<file path="src/rtl/wb_pkg.sv">
// Shared types and constants for the register-file write-back arbiter.
package wb_pkg;
  localparam int REG_AW   = 5;
  localparam int REG_DW   = 32;
  localparam int NUM_REGS = 32;

  typedef struct packed {
    logic [REG_AW-1:0] addr;
    logic [REG_DW-1:0] data;
  } wb_entry_t;

  typedef enum logic {SRC_A = 1'b0, SRC_B = 1'b1} src_e;
endpackage

</file>
<file path="src/rtl/wb_arbiter_if.sv">
// Producer handshakes, register-file write port and pending mask of the write-back arbiter.
interface wb_arbiter_if #(
  parameter int AW = 5,
  parameter int DW = 32
);
  logic          A_valid_i;
  logic          A_ready_o;
  logic [AW-1:0] A_addr_i;
  logic [DW-1:0] A_data_i;
  logic          B_valid_i;
  logic          B_ready_o;
  logic [AW-1:0] B_addr_i;
  logic [DW-1:0] B_data_i;
  logic          RegWrite_o;
  logic [AW-1:0] RDaddr_o;
  logic [DW-1:0] RDdata_o;
  logic [2**AW-1:0] pending_o;

  modport slave (
    input  A_valid_i, A_addr_i, A_data_i, B_valid_i, B_addr_i, B_data_i,
    output A_ready_o, B_ready_o, RegWrite_o, RDaddr_o, RDdata_o, pending_o
  );

  modport master (
    output A_valid_i, A_addr_i, A_data_i, B_valid_i, B_addr_i, B_data_i,
    input  A_ready_o, B_ready_o, RegWrite_o, RDaddr_o, RDdata_o, pending_o
  );
endinterface

</file>
<file path="src/rtl/wb_fifo.sv">
// Small per-source FIFO of write-back entries; exposes every slot and its valid bit
// so the parent can build the pending-register mask.
module wb_fifo
  import wb_pkg::*;
#(
  parameter int DEPTH = 2
) (
  input  logic                  clk,
  input  logic                  rst,
  input  logic                  push,
  input  wb_entry_t             push_entry,
  input  logic                  pop,
  output wb_entry_t             head,
  output logic                  full,
  output logic                  empty,
  output logic [DEPTH-1:0]      entry_valid,
  output wb_entry_t [DEPTH-1:0] entries
);
  localparam int PW = (DEPTH > 1) ? $clog2(DEPTH) : 1;

  wb_entry_t       mem_reg [DEPTH];
  logic [PW-1:0]   wr_ptr_reg;
  logic [PW-1:0]   rd_ptr_reg;
  logic [PW:0]     count_reg;

  // Storage carries no reset: stale slots are masked by entry_valid.
  always_ff @(posedge clk) begin
    if (push) begin
      mem_reg[wr_ptr_reg] <= push_entry;
    end
  end

  always_ff @(posedge clk or posedge rst) begin
    if (rst) begin
      wr_ptr_reg <= '0;
      rd_ptr_reg <= '0;
      count_reg  <= '0;
    end else begin
      if (push) wr_ptr_reg <= wr_ptr_reg + 1'b1;
      if (pop)  rd_ptr_reg <= rd_ptr_reg + 1'b1;
      count_reg <= count_reg + {{PW{1'b0}}, push} - {{PW{1'b0}}, pop};
    end
  end

  assign head  = mem_reg[rd_ptr_reg];
  assign full  = (count_reg == (PW+1)'(DEPTH));
  assign empty = (count_reg == '0);

  // A slot is live when its distance from the read pointer is below the count.
  genvar gi;
  for (gi = 0; gi < DEPTH; gi++) begin : g_slot
    logic [PW-1:0] offs;
    assign offs            = PW'(gi) - rd_ptr_reg;
    assign entry_valid[gi] = ({1'b0, offs} < count_reg);
    assign entries[gi]     = mem_reg[gi];
  end
endmodule

</file>
<file path="src/rtl/wb_arbiter.sv">
// Merges two write-back producers into the single register-file write port with
// round-robin arbitration on contention and a pending-register mask for hazards.
module wb_arbiter
  import wb_pkg::*;
#(
  parameter int DEPTH = 2,
  parameter int AW    = REG_AW,
  parameter int DW    = REG_DW
) (
  input  logic         clk_i,
  input  logic         rst_i,
  wb_arbiter_if.slave  bus
);
  wb_entry_t             a_head, b_head, win_entry;
  logic                  a_full, a_empty, b_full, b_empty;
  logic [DEPTH-1:0]      a_vld, b_vld;
  wb_entry_t [DEPTH-1:0] a_entries, b_entries;
  logic                  a_push, b_push;
  logic                  grant_a, grant_b;
  src_e                  rr_reg, rr_next;
  logic                  regwrite_reg;
  logic [AW-1:0]         rdaddr_reg;
  logic [DW-1:0]         rddata_reg;
  logic [2**AW-1:0]      pending_next;

  // Readiness depends only on the registered count, so a full FIFO refuses even while popping.
  assign a_push = bus.A_valid_i & ~a_full;
  assign b_push = bus.B_valid_i & ~b_full;

  wb_fifo #(.DEPTH(DEPTH)) u_fifo_a (
    .clk(clk_i), .rst(rst_i), .push(a_push),
    .push_entry('{addr: bus.A_addr_i, data: bus.A_data_i}),
    .pop(grant_a), .head(a_head), .full(a_full), .empty(a_empty),
    .entry_valid(a_vld), .entries(a_entries)
  );

  wb_fifo #(.DEPTH(DEPTH)) u_fifo_b (
    .clk(clk_i), .rst(rst_i), .push(b_push),
    .push_entry('{addr: bus.B_addr_i, data: bus.B_data_i}),
    .pop(grant_b), .head(b_head), .full(b_full), .empty(b_empty),
    .entry_valid(b_vld), .entries(b_entries)
  );

  always_ff @(posedge clk_i or posedge rst_i) begin
    if (rst_i) rr_reg <= SRC_A;
    else       rr_reg <= rr_next;
  end

  // The rr pointer names the favoured source and only moves on contested grants.
  always_comb begin
    grant_a = 1'b0;
    grant_b = 1'b0;
    rr_next = rr_reg;
    if (!a_empty && !b_empty) begin
      if (rr_reg == SRC_A) grant_a = 1'b1;
      else                 grant_b = 1'b1;
      rr_next = (rr_reg == SRC_A) ? SRC_B : SRC_A;
    end else if (!a_empty) begin
      grant_a = 1'b1;
    end else if (!b_empty) begin
      grant_b = 1'b1;
    end
  end

  assign win_entry = grant_b ? b_head : a_head;

  // r0 entries still pop and update addr/data, but never raise the strobe.
  always_ff @(posedge clk_i or posedge rst_i) begin
    if (rst_i) begin
      regwrite_reg <= 1'b0;
      rdaddr_reg   <= '0;
      rddata_reg   <= '0;
    end else begin
      regwrite_reg <= (grant_a | grant_b) && (win_entry.addr != '0);
      if (grant_a | grant_b) begin
        rdaddr_reg <= win_entry.addr;
        rddata_reg <= win_entry.data;
      end
    end
  end

  always_comb begin
    pending_next = '0;
    for (int d = 0; d < DEPTH; d++) begin
      if (a_vld[d]) pending_next[a_entries[d].addr] = 1'b1;
      if (b_vld[d]) pending_next[b_entries[d].addr] = 1'b1;
    end
    if (regwrite_reg) pending_next[rdaddr_reg] = 1'b1;
    pending_next[0] = 1'b0;
  end

  assign bus.A_ready_o  = ~a_full;
  assign bus.B_ready_o  = ~b_full;
  assign bus.RegWrite_o = regwrite_reg;
  assign bus.RDaddr_o   = rdaddr_reg;
  assign bus.RDdata_o   = rddata_reg;
  assign bus.pending_o  = pending_next;
endmodule
</file>
<file path="src/flat_wrapper.sv">
// flat-port wrapper written by rule: the top's interface ports become plain ports
module wb_arbiter_flat import wb_pkg::*;
#(
  parameter int DEPTH = 2,
  parameter int AW    = REG_AW,
  parameter int DW    = REG_DW
)
  (clk_i, rst_i, bus_A_valid_i, bus_A_addr_i, bus_A_data_i, bus_B_valid_i, bus_B_addr_i, bus_B_data_i, bus_A_ready_o, bus_B_ready_o, bus_RegWrite_o, bus_RDaddr_o, bus_RDdata_o, bus_pending_o);
  wb_arbiter_if #(.AW(AW), .DW(DW)) bus_i ();
  input  logic clk_i;
  input  logic rst_i;
  input wire logic [$bits(bus_i.A_valid_i)-1:0] bus_A_valid_i;
  input wire logic [$bits(bus_i.A_addr_i)-1:0] bus_A_addr_i;
  input wire logic [$bits(bus_i.A_data_i)-1:0] bus_A_data_i;
  input wire logic [$bits(bus_i.B_valid_i)-1:0] bus_B_valid_i;
  input wire logic [$bits(bus_i.B_addr_i)-1:0] bus_B_addr_i;
  input wire logic [$bits(bus_i.B_data_i)-1:0] bus_B_data_i;
  output wire logic [$bits(bus_i.A_ready_o)-1:0] bus_A_ready_o;
  output wire logic [$bits(bus_i.B_ready_o)-1:0] bus_B_ready_o;
  output wire logic [$bits(bus_i.RegWrite_o)-1:0] bus_RegWrite_o;
  output wire logic [$bits(bus_i.RDaddr_o)-1:0] bus_RDaddr_o;
  output wire logic [$bits(bus_i.RDdata_o)-1:0] bus_RDdata_o;
  output wire logic [$bits(bus_i.pending_o)-1:0] bus_pending_o;
  assign bus_i.A_valid_i = bus_A_valid_i;
  assign bus_i.A_addr_i = bus_A_addr_i;
  assign bus_i.A_data_i = bus_A_data_i;
  assign bus_i.B_valid_i = bus_B_valid_i;
  assign bus_i.B_addr_i = bus_B_addr_i;
  assign bus_i.B_data_i = bus_B_data_i;
  assign bus_A_ready_o = bus_i.A_ready_o;
  assign bus_B_ready_o = bus_i.B_ready_o;
  assign bus_RegWrite_o = bus_i.RegWrite_o;
  assign bus_RDaddr_o = bus_i.RDaddr_o;
  assign bus_RDdata_o = bus_i.RDdata_o;
  assign bus_pending_o = bus_i.pending_o;
  wb_arbiter #(.DEPTH(DEPTH), .AW(AW), .DW(DW)) u_core (.clk_i(clk_i), .rst_i(rst_i), .bus(bus_i));
endmodule
</file>
<file path="config.mk">
export PLATFORM = sky130hd
export DESIGN_NAME = wb_arbiter_flat
export DESIGN_NICKNAME = d
export VERILOG_FILES = /design/src/rtl/wb_pkg.sv /design/src/rtl/wb_arbiter_if.sv /design/src/rtl/wb_fifo.sv /design/src/rtl/wb_arbiter.sv /design/src/flat_wrapper.sv
export SDC_FILE = /design/constraint.sdc
export NUM_CORES = 1
export LEC_CHECK = 0
export BUFFER_PORTS_ARGS = -buffer_cell sky130_fd_sc_hd__buf_4
export CORE_MARGIN = 8
export CORE_UTILIZATION = 50
export DETAILED_ROUTE_END_ITERATION = 8
export GPL_TIMING_DRIVEN = 0
export PLACE_DENSITY = 0.72
export SYNTH_ARGS = -nofsm -noshare
export SYNTH_HDL_FRONTEND = slang
export SYNTH_SLANG_ARGS = --single-unit
</file>
<file path="constraint.sdc">
create_clock -name clk_i -period 4.07 [get_ports clk_i]
set_input_delay 0.2035 -clock clk_i [delete_from_list [all_inputs] [get_ports clk_i]]
set_output_delay 0.2035 -clock clk_i [all_outputs]
set_load 0.01 [all_outputs]
</file>
==> results.sh, run 1 <==
export IMPL_slowest_stage="o21ai_1"
export IMPL_grt_pass1_vias=7381
export IMPL_finalCriticalPeriod_ns=2.76
export IMPL_cts_buffers=17
export IMPL_nFillCells=1310
export IMPL_worst_ir_drop_vdd_v=0.000397
export IMPL_worstMarginPinSlew_ns=1.24
export IMPL_antenna_found_initial=1
export IMPL_clk_latency_ns=0.44
export IMPL_fin_tns_setup_ns=0
export IMPL_synth_nets=805
export IMPL_num_io_pins=150
export IMPL_holdCritStartpoint="bus_B_valid_i"
export IMPL_num_vias=7265
export IMPL_status="complete, no violations"
export IMPL_die_y_um=151
export IMPL_fin_area_um2=12000
export IMPL_cts_sinks=195
export IMPL_nets=1052
export IMPL_rrSetupSlack_ns=1.87
export IMPL_syn_area_um2=9120
export IMPL_dieArea_um2=22800
export IMPL_routed_wl_mm=27.0
export IMPL_max_stage_delay_ns=0.65
export IMPL_syn_area_per_cell_um2=12.6
export IMPL_drv_cap=0
export IMPL_area_growth_synth_to_final_pct=31.2
export IMPL_wl_per_cell_um=22.2
export IMPL_cts_buffer_depth=2
export IMPL_core_area_um2=17900
export IMPL_cp_num_buf_inv=1
export IMPL_first_pass_iters=8
export IMPL_hold_viol=0
export IMPL_path_clk_slew_ns=0.07
export IMPL_antenna_left=0
export IMPL_die_w_um=151
export IMPL_synth_warnings=0
export IMPL_layoutNonFillerInstCount=1213
export IMPL_setup_violations=0
export IMPL_r2r_start="u_core.u_fifo_b.count_reg[1]"
export IMPL_ys_top_cells_by_count="edfxtp_1 (148), o22ai_1 (53), nand2_1 (48), dfrtp_1 (47), a21oi_1 (42)"
export IMPL_yosysTopAreaCell="edfxtp_1"
export IMPL_yosys_area_top_type_share=0.487
export IMPL_drc_errors=0
export IMPL_yosys_top_cells_area="edfxtp_1 (49%), dfrtp_1 (13%), mux2i_1 (4.4%), mux2_2 (4.2%), o22ai_1 (3.6%)"
export IMPL_hpwl_mm=18.0
export IMPL_grt_pass1_wl_mm=41.4
export IMPL_min_path_cells=3
export IMPL_async_flop_share=0.241
export IMPL_place_area_um2=10600
export IMPL_finalCritPeriodShare=0.678
export IMPL_endpoint_kind="output port"
export IMPL_post_place_cells=1105
export IMPL_regToRegEndpoint="u_core.u_fifo_a.count_reg[1]"
export IMPL_slew_headroom=0.169
export IMPL_power_mw=8.97
export IMPL_avgViaCountPerCell=5.99
export IMPL_initial_core_util=0.509
export IMPL_grt_max_degree=33
export IMPL_report_final_slew_viol_count=0
export IMPL_root_buffer="clkbuf_16"
export IMPL_crit_path_start_kind="flop"
export IMPL_clock_skew_ns=0.0114
export IMPL_portBuffers=148
export IMPL_rr_worst_depth=9
export IMPL_routabilityCongestion=0.955
export IMPL_ys_seq_area_frac=0.616
export IMPL_rows=49
export IMPL_cp_startpoint="u_core.u_fifo_b.count_reg[0]"
export IMPL_ys_ff_latch=195
export IMPL_post_synth_top_count_cell="edfxtp_1"
export IMPL_crit_type="flop to output port"
export IMPL_cts_tree="built"
export IMPL_drt_iter0_drc=539
export IMPL_synth_edf_count=148
export IMPL_cp_max_fo=8
export IMPL_maxClockFrequency_ghz=0.363
export IMPL_arrival_ns=2.55
export IMPL_min_path_type="input pin to flop"
export IMPL_grt_usage=0.239
export IMPL_path_cells="nor2b_4 > o21ai_1 > nor2_1 > or4_1 > buf_4"
export IMPL_cp_top_family="simple AND/OR/NAND/NOR gates"
export IMPL_cts_max_level=4
export IMPL_gr_total_overflow=0
export IMPL_synth_cell_types=57
export IMPL_post_cts_resized=0
export IMPL_netlist_instances=723
export IMPL_synth_main_ff_cell="edfxtp_1"
export IMPL_rsz0062_at_grt="no"
export IMPL_worst_hold_path_endpoint="u_core.u_fifo_b.wr_ptr_reg"
export IMPL_p_leak_nw=4.61
export IMPL_worstPathRequired_ns=3.87
export IMPL_powerDensity_nw_per_um2=750
export IMPL_layout_drive_gt1_share=0.266
[layer usage]
metal	wire (um)	vias to the layer above	GRT usage	share of wire
met5	0	-	0	0
met2	13100	399	0.392	0.48
met1	10600	3516	0.303	0.39
met4	672	0	0.0940	0.025
li1	-	3291	-	-
met3	2660	59	0.0547	0.099
[cells in the final DEF, fill, tap and decap left out, drive strengths merged, types with 13 or more instances in the layout]
cell and count:
buf 177, edfxtp 148, dlygate4sd3 75, o22ai 53
nand2 48, dfrtp 47, clkbuf 45, a21oi 43
o21ai 42, mux2i 40, mux2 34, nor2 30
a22oi 23, o211ai 16, nor3 14, nand3b 13
[how the worst max path moves through the flow]
stage / endpoint / depth (start not counted) / slack, ns
6_report: bus_pending_o[5] / 5 / 1.31
5_1_grt: bus_pending_o[20] / 4 / 1.21
4_1_cts: bus_pending_o[5] / 5 / 1.32
3_5_place_dp: bus_pending_o[5] / 5 / 1.80
3_3_place_gp: u_core.u_fifo_a.mem_reg[0][0] / 4 / 0.10
2_1_floorplan: u_core.u_fifo_a.mem_reg[0][0] / 4 / 1.19
[per-stage QoR]
stage	hold WS (ns)	util	setup WS [ns]
4_1_cts	0.157	0.668	1.32
6_report	0.166	0.668	1.31
3_5_place_dp	0.228	0.594	1.80
5_1_grt	0.185	0.668	1.21
2_1_floorplan	0.302	-	1.19
3_3_place_gp	0.389	0.587	0.104
[repair_timing]
item | 4_1_cts | 5_1_grt
setup buffers | 0 | 0
hold endpoints to repair | 163 | 0
hold buffers | 75 | 0
[cell families (layout without fill, tap and decap cells)]
family                   Yosys count  in the layout  synth area share
buffers and inverters             58            318            0.0296
other                              1              2          0.000411
multiplexers                      74             74            0.0859
AO/OA/AOI/OAI                    205            205             0.148
adder cells (fa/ha/maj)            4              4           0.00549
XOR/XNOR                           9              9           0.00864
AND/OR/NAND/NOR                  177            177             0.106
flip-flops                       195            195             0.616
[area by class of cell]
cell class / instances / area (um^2) / area share
antenna: 1 / 2.50 / 0.000209
buffer: 51 / 244 / 0.0204
clock buffer: 18 / 429 / 0.0359
clock inverter: 14 / 150 / 0.0125
inverter: 7 / 26.3 / 0.00220
multi-input combinational: 470 / 3250 / 0.271
sequential: 195 / 5620 / 0.470
tap: 229 / 287 / 0.0239
timing repair buffer: 228 / 1960 / 0.164
[worst reg2reg max path, cell delays in order (launching register included)]
cell and delay [ns]:
dfrtp_1 0.36, buf_2 0.18, or2_1 0.23, clkbuf_1 0.19, a21oi_1 0.37, ha_1 0.30, inv_1 0.06, ha_1 0.16
xnor2_1 0.14, xnor2_1 0.14
[power by group]
group	switching, mW	internal [mW]
combinational	2.49	1.70
sequential	0.308	2.81
clock	0.750	0.914
(Power assumes the default switching activity.)
==> run 2: changes to the inputs <==
--- a/config.mk
+++ b/config.mk
@@ -10,7 +10,7 @@
 export CORE_UTILIZATION = 50
 export DETAILED_ROUTE_END_ITERATION = 8
 export GPL_TIMING_DRIVEN = 0
-export PLACE_DENSITY = 0.72
+export PLACE_DENSITY = 0.75
 export SYNTH_ARGS = -nofsm -noshare
 export SYNTH_HDL_FRONTEND = slang
 export SYNTH_SLANG_ARGS = --single-unit
==> constraint.sdc (replaced) <==
create_clock -name clk_i -period 2.35 [get_ports clk_i]
set_input_delay 0.1175 -clock clk_i [delete_from_list [all_inputs] [get_ports clk_i]]
set_output_delay 0.1175 -clock clk_i [all_outputs]
set_load 0.01 [all_outputs]
==> run 2 against run 1 <==
Critical path depth is the same. Worst hold slack lost 0.068 ns. Count of clock-buffer cells in the layout grew 3. Worst setup slack lost 1.3 ns. Largest cell class unchanged. Cell area grew 1.8%.
==> results.sh, run 2 (synthesis gave the netlist of run 1 again) <==
export IMPL_hold_viol=0
export IMPL_num_io_pins=150
export IMPL_initial_core_util=0.509
export IMPL_min_path_type="input pin to flop"
export IMPL_grt_pass1_vias=7645
export IMPL_drt_iter0_drc=629
export IMPL_first_pass_iters=5
export IMPL_switching_share=0.399
export IMPL_hpwl_mm=18.1
export IMPL_layout_drive_gt1_share=0.301
export IMPL_routed_wl_mm=27.8
export IMPL_antenna_found_initial=0
export IMPL_top_layer_used="met4"
export IMPL_drv_cap=0
export IMPL_area_growth_synth_to_final_pct=33.6
export IMPL_cp_max_fo=10
export IMPL_grt_usage=0.246
export IMPL_worstPathRequired_ns=2.23
export IMPL_powerDensity_nw_per_um2=1300
export IMPL_power_mw=15.8
export IMPL_switchingPower_mw=6.31
export IMPL_endpoint_kind="output port"
export IMPL_comb_power_share=0.476
export IMPL_rows=49
export IMPL_routabilityCongestion=0.935
export IMPL_cts_buffers=17
export IMPL_wl_per_cell_um=22.8
export IMPL_grt_max_degree=33
export IMPL_setup_violations=0
export IMPL_die_y_um=151
export IMPL_cts_tree="built"
export IMPL_route_met3_wl_mm=2.73
export IMPL_nets=1061
export IMPL_cts_buffer_depth=2
export IMPL_utilization=0.681
export IMPL_crit_path_start_kind="flop"
export IMPL_mostFrequentLayoutCell="buf_4"
export IMPL_worstMarginPinSlew_ns=0.714
export IMPL_report_final_slew_viol_count=0
export IMPL_clk_latency_ns=0.43
export IMPL_p_leak_nw=4.68
export IMPL_setup_ws_ns=0.0232
export IMPL_rrSetupSlack_ns=0.14
export IMPL_antenna_left=0
export IMPL_rsz0062_at_grt="yes"
export IMPL_seqPwrFrac=0.347
export IMPL_num_vias=7376
export IMPL_min_path_cells=3
export IMPL_endpoint="bus_pending_o[4]"
export IMPL_grt_pass1_wl_mm=42.5
export IMPL_finalCriticalPeriod_ns=2.33
export IMPL_dieArea_um2=22800
export IMPL_wirelength_met1_mm=10.6
export IMPL_routed_wl_met2_mm=13.9
export IMPL_cp_startpoint="u_core.u_fifo_a.mem_reg[0][34]"
export IMPL_rr_worst_depth=9
export IMPL_finalCritPeriodShare=0.990
export IMPL_worst_ir_drop_vdd_v=0.000912
export IMPL_cts_max_level=4
export IMPL_portBuffers=148
export IMPL_core_area_um2=17900
export IMPL_clkPwrFrac=0.177
export IMPL_regToRegEndpoint="u_core.u_fifo_a.count_reg[1]"
export IMPL_clock_skew_ns=0.00994
export IMPL_r2r_start="u_core.u_fifo_b.count_reg[1]"
export IMPL_crit_type="flop to output port"
export IMPL_dp_slack_ns=0.143
export IMPL_cts_sinks=195
export IMPL_gr_total_overflow=0
export IMPL_arrival_ns=2.21
export IMPL_status="complete, no violations"
export IMPL_diodes=0
export IMPL_drc_errors=0
export IMPL_maxClockFrequency_ghz=0.430
export IMPL_path_clk_slew_ns=0.06
export IMPL_p_int_mw=9.51
export IMPL_root_buffer="clkbuf_16"
export IMPL_slew_headroom=0.524
export IMPL_layout_common_cells="buf_4 (169), edfxtp_1 (148), dlygate4sd3_1 (75)"
export IMPL_avgViaCountPerCell=6.04
export IMPL_die_w_um=151
[run 2: cell types whose count changed in the layout (fill, tap and decap cells not counted), moves of 3 or more]
cell | before | now
inv_6 | 4 | 1
clkbuf_1 | 28 | 23
nor3b_2 | 1 | 6
buf_4 | 154 | 169
o21ai_1 | 5 | 1
nor3b_1 | 11 | 5
o21ai_4 | 1 | 7
[run 2: timing repair]
item,4_1_cts,5_1_grt
pin swaps,2,7
hold buffers,75,0
buffers inserted,5,9
endpoints found under the hold margin,164,0
gates resized for setup,12,25
endpoints found under the setup margin,17,28
[run 2: worst min-delay path by stage]
stage	start	end
final	bus_A_valid_i	u_core.u_fifo_a.wr_ptr_reg
after global routing	bus_A_valid_i	u_core.u_fifo_a.wr_ptr_reg
after CTS	bus_A_valid_i	u_core.u_fifo_a.wr_ptr_reg
after detailed placement	rst_i	u_core.bus.RDdata_o[0]
after global placement	bus_A_data_i[3]	u_core.u_fifo_a.mem_reg[1][3]
after floorplan	bus_A_data_i[0]	u_core.u_fifo_a.mem_reg[0][0]
[run 2: power by group through the flow]
stage                     Sequential, mW  Combinational, mW  Clock, mW
after floorplan                     5.45               4.32          0
after global placement              5.45               6.77          0
after detailed placement            5.44               7.06          0
after CTS                           5.40               7.31       2.82
after global routing                5.58               8.10       2.96
final                               5.49               7.54       2.79
[run 2: cell type report]
class	count	area, um^2
buffer	46	233
clock buffer	21	460
clock inverter	11	105
fill	1272	5720
inverter	7	26.3
multi-input combinational	470	3380
sequential	195	5620
tap	229	287
timing repair buffer	242	2070
[run 2: through the flow]
stage	setup TNS, ns	std cells	hold slack, ns	cell area [um^2]
floorplan	0	723	0.216	9120
global placement	-64.08	1100	0.302	10500
detailed placement	0	1105	0.163	10600
CTS	-0.127	1217	0.0852	12000
global route	-0.0238	1221	0.113	12200
finish	0	1221	0.0987	12200
[run 2: worst max-delay path, stage by stage, from the launching register on]
cell      delay (ns)
edfxtp_1        0.32
clkbuf_1        0.42
or3b_2          0.53
o221ai_1        0.19
a221o_1         0.19
buf_4           0.14
[run 2: routing by layer]
metal,GRT usage,up-vias
li1,-,3300
met3,0.0693,56
met2,0.418,425
met4,0.0866,0
met5,0,-
met1,0.294,3595
==> run 3: changes to the inputs <==
--- a/config.mk
+++ b/config.mk
@@ -5,12 +5,14 @@
 export SDC_FILE = /design/constraint.sdc
 export NUM_CORES = 1
 export LEC_CHECK = 0
+export ABC_CLOCK_PERIOD_IN_PS = 2350
 export BUFFER_PORTS_ARGS = -buffer_cell sky130_fd_sc_hd__buf_4
 export CORE_MARGIN = 8
 export CORE_UTILIZATION = 50
 export DETAILED_ROUTE_END_ITERATION = 8
 export GPL_TIMING_DRIVEN = 0
 export PLACE_DENSITY = 0.75
+export RECOVER_POWER = 25
 export SYNTH_ARGS = -nofsm -noshare
 export SYNTH_HDL_FRONTEND = slang
 export SYNTH_SLANG_ARGS = --single-unit
==> run 3 against run 2 <==
Fmax is 0.32% higher. Largest cell class unchanged. Flip-flop and latch count stayed put. Largest power group unchanged. Routed wire length is 0.17% lower.
==> results.sh, run 3 (synthesis gave the netlist of run 1 again) <==
export IMPL_status="complete, no violations"
export IMPL_power_mw=15.8
export IMPL_mostFrequentLayoutCell="edfxtp_1"
export IMPL_num_io_pins=150
export IMPL_rrSetupSlack_ns=0.15
export IMPL_crit_top_cell="buf_4"
export IMPL_portBuffers=148
export IMPL_cts_max_level=4
export IMPL_max_stage_delay_ns=0.54
export IMPL_antenna_found_initial=0
export IMPL_initial_core_util=0.509
export IMPL_rows=49
export IMPL_antenna_left=0
export IMPL_area_growth_synth_to_final_pct=33.1
export IMPL_path_clk_slew_ns=0.06
export IMPL_nets=1061
export IMPL_setup_violations=0
export IMPL_grt_pass1_vias=7645
export IMPL_arrival_ns=2.20
export IMPL_worstPathRequired_ns=2.23
export IMPL_maxClockFrequency_ghz=0.431
export IMPL_clock_skew_ns=0.00876
export IMPL_clk_latency_ns=0.43
export IMPL_finalCriticalPeriod_ns=2.32
export IMPL_drc_errors=0
export IMPL_worst_ir_drop_vdd_v=0.000911
export IMPL_crit_path_start_kind="flop"
export IMPL_hold_viol=0
export IMPL_rsz0062_at_grt="yes"
export IMPL_fin_tns_setup_ns=0
export IMPL_grt_max_degree=33
export IMPL_layout_drive_gt1_share=0.288
export IMPL_drv_cap=0
export IMPL_grt_pass1_wl_mm=42.5
export IMPL_slew_headroom=0.539
export IMPL_hpwl_mm=18.1
export IMPL_slowest_stage="or4_1"
export IMPL_routed_wl_mm=27.7
export IMPL_num_vias=7392
export IMPL_finalCritPeriodShare=0.987
export IMPL_avgViaCountPerCell=6.05
export IMPL_path_cells="buf_4 > a21oi_4 > or3b_4 > o22ai_1 > or4_1 > buf_4"
export IMPL_cp_max_fo=6
export IMPL_worstMarginPinSlew_ns=0.688
export IMPL_min_path_type="input pin to flop"
export IMPL_wl_per_cell_um=22.7
export IMPL_drt_iter0_drc=613
export IMPL_report_final_slew_viol_count=0
export IMPL_core_area_um2=17900
export IMPL_cts_tree="built"
export IMPL_first_pass_iters=5
export IMPL_endpoint_kind="output port"
export IMPL_die_w_um=151
export IMPL_cts_buffer_depth=2
export IMPL_p_leak_nw=4.63
export IMPL_diodes=0
export IMPL_dieArea_um2=22800
export IMPL_grt_usage=0.246
export IMPL_gr_total_overflow=0
export IMPL_die_y_um=151
export IMPL_layout_common_cells="edfxtp_1 (148), buf_4 (111), dlygate4sd3_1 (75)"
export IMPL_crit_type="flop to output port"
export IMPL_cts_sinks=195
export IMPL_powerDensity_nw_per_um2=1300
export IMPL_cts_buffers=17
export IMPL_root_buffer="clkbuf_16"
export IMPL_routabilityCongestion=0.935
run 3: changes by cell type in the layout (fill, tap and decap cells not counted), sizes merged:
cell,change
buf,-58
clkbuf,+58
run 3: layer usage:
layer,vias to the layer above,track usage,share of wire
li1,3303,-,-
met2,444,0.418,0.50
met4,0,0.0866,0.022
met5,-,0,0
met1,3578,0.294,0.38
met3,67,0.0693,0.099
run 3: timing repair:
action	CTS	global route
pin swaps	2	7
hold buffers	75	0
resized for setup	12	25
setup buffers	5	9
gates cloned	0	0
endpoints found under the setup margin	17	28
endpoints found under the hold margin	164	0
run 3: area by class of cell:
cell class	instances	area (um^2)
inverter	7	26.3
tap	229	287
timing repair buffer	242	2020
buffer	46	233
clock buffer	21	460
multi-input combinational	470	3380
clock inverter	11	105
sequential	195	5620
fill	1288	5770
run 3: final timing paths:
check                                              from                      endpoint  cells past startpoint
min reg2reg                u_core.u_fifo_a.count_reg[0]  u_core.u_fifo_a.count_reg[0]                      1
max in group asynchronous                         rst_i  u_core.u_fifo_a.count_reg[1]                      4
min in group asynchronous                         rst_i       u_core.bus.RDdata_o[30]                      3
max reg2reg                u_core.u_fifo_b.count_reg[1]  u_core.u_fifo_a.count_reg[1]                      9
min                                       bus_A_valid_i    u_core.u_fifo_a.wr_ptr_reg                      3
max                          u_core.u_fifo_a.rd_ptr_reg              bus_pending_o[5]                      6
run 3: metrics by stage:
stage	setup slack, ns	instance area [um^2]	cells	util	hold WS, ns
floorplan	0.0753	9120	723	-	0.216
global placement	-0.609	10500	1100	0.588	0.302
detailed placement	0.143	10600	1105	0.594	0.163
CTS	-0.127	12000	1217	0.672	0.0852
global route	-0.0228	12100	1221	0.678	0.113
finish	0.0306	12100	1221	0.678	0.103
run 3: worst max-delay path, delay by kind of cell, from the launching register on:
| family | cells | cell delay, ns |
|---|---|---|
| buffers and inverters | 2 | 0.34 |
| AND/OR/NAND/NOR | 2 | 0.74 |
| flip-flops | 1 | 0.37 |
| AO/OA/AOI/OAI | 2 | 0.33 |
run 3: report_power, final:
part	total (mW)	switching, mW	internal, mW	leakage [nW]
logic	7.51	4.41	3.10	2.44
registers	5.49	0.618	4.87	1.91
clock network	2.79	1.26	1.53	0.277
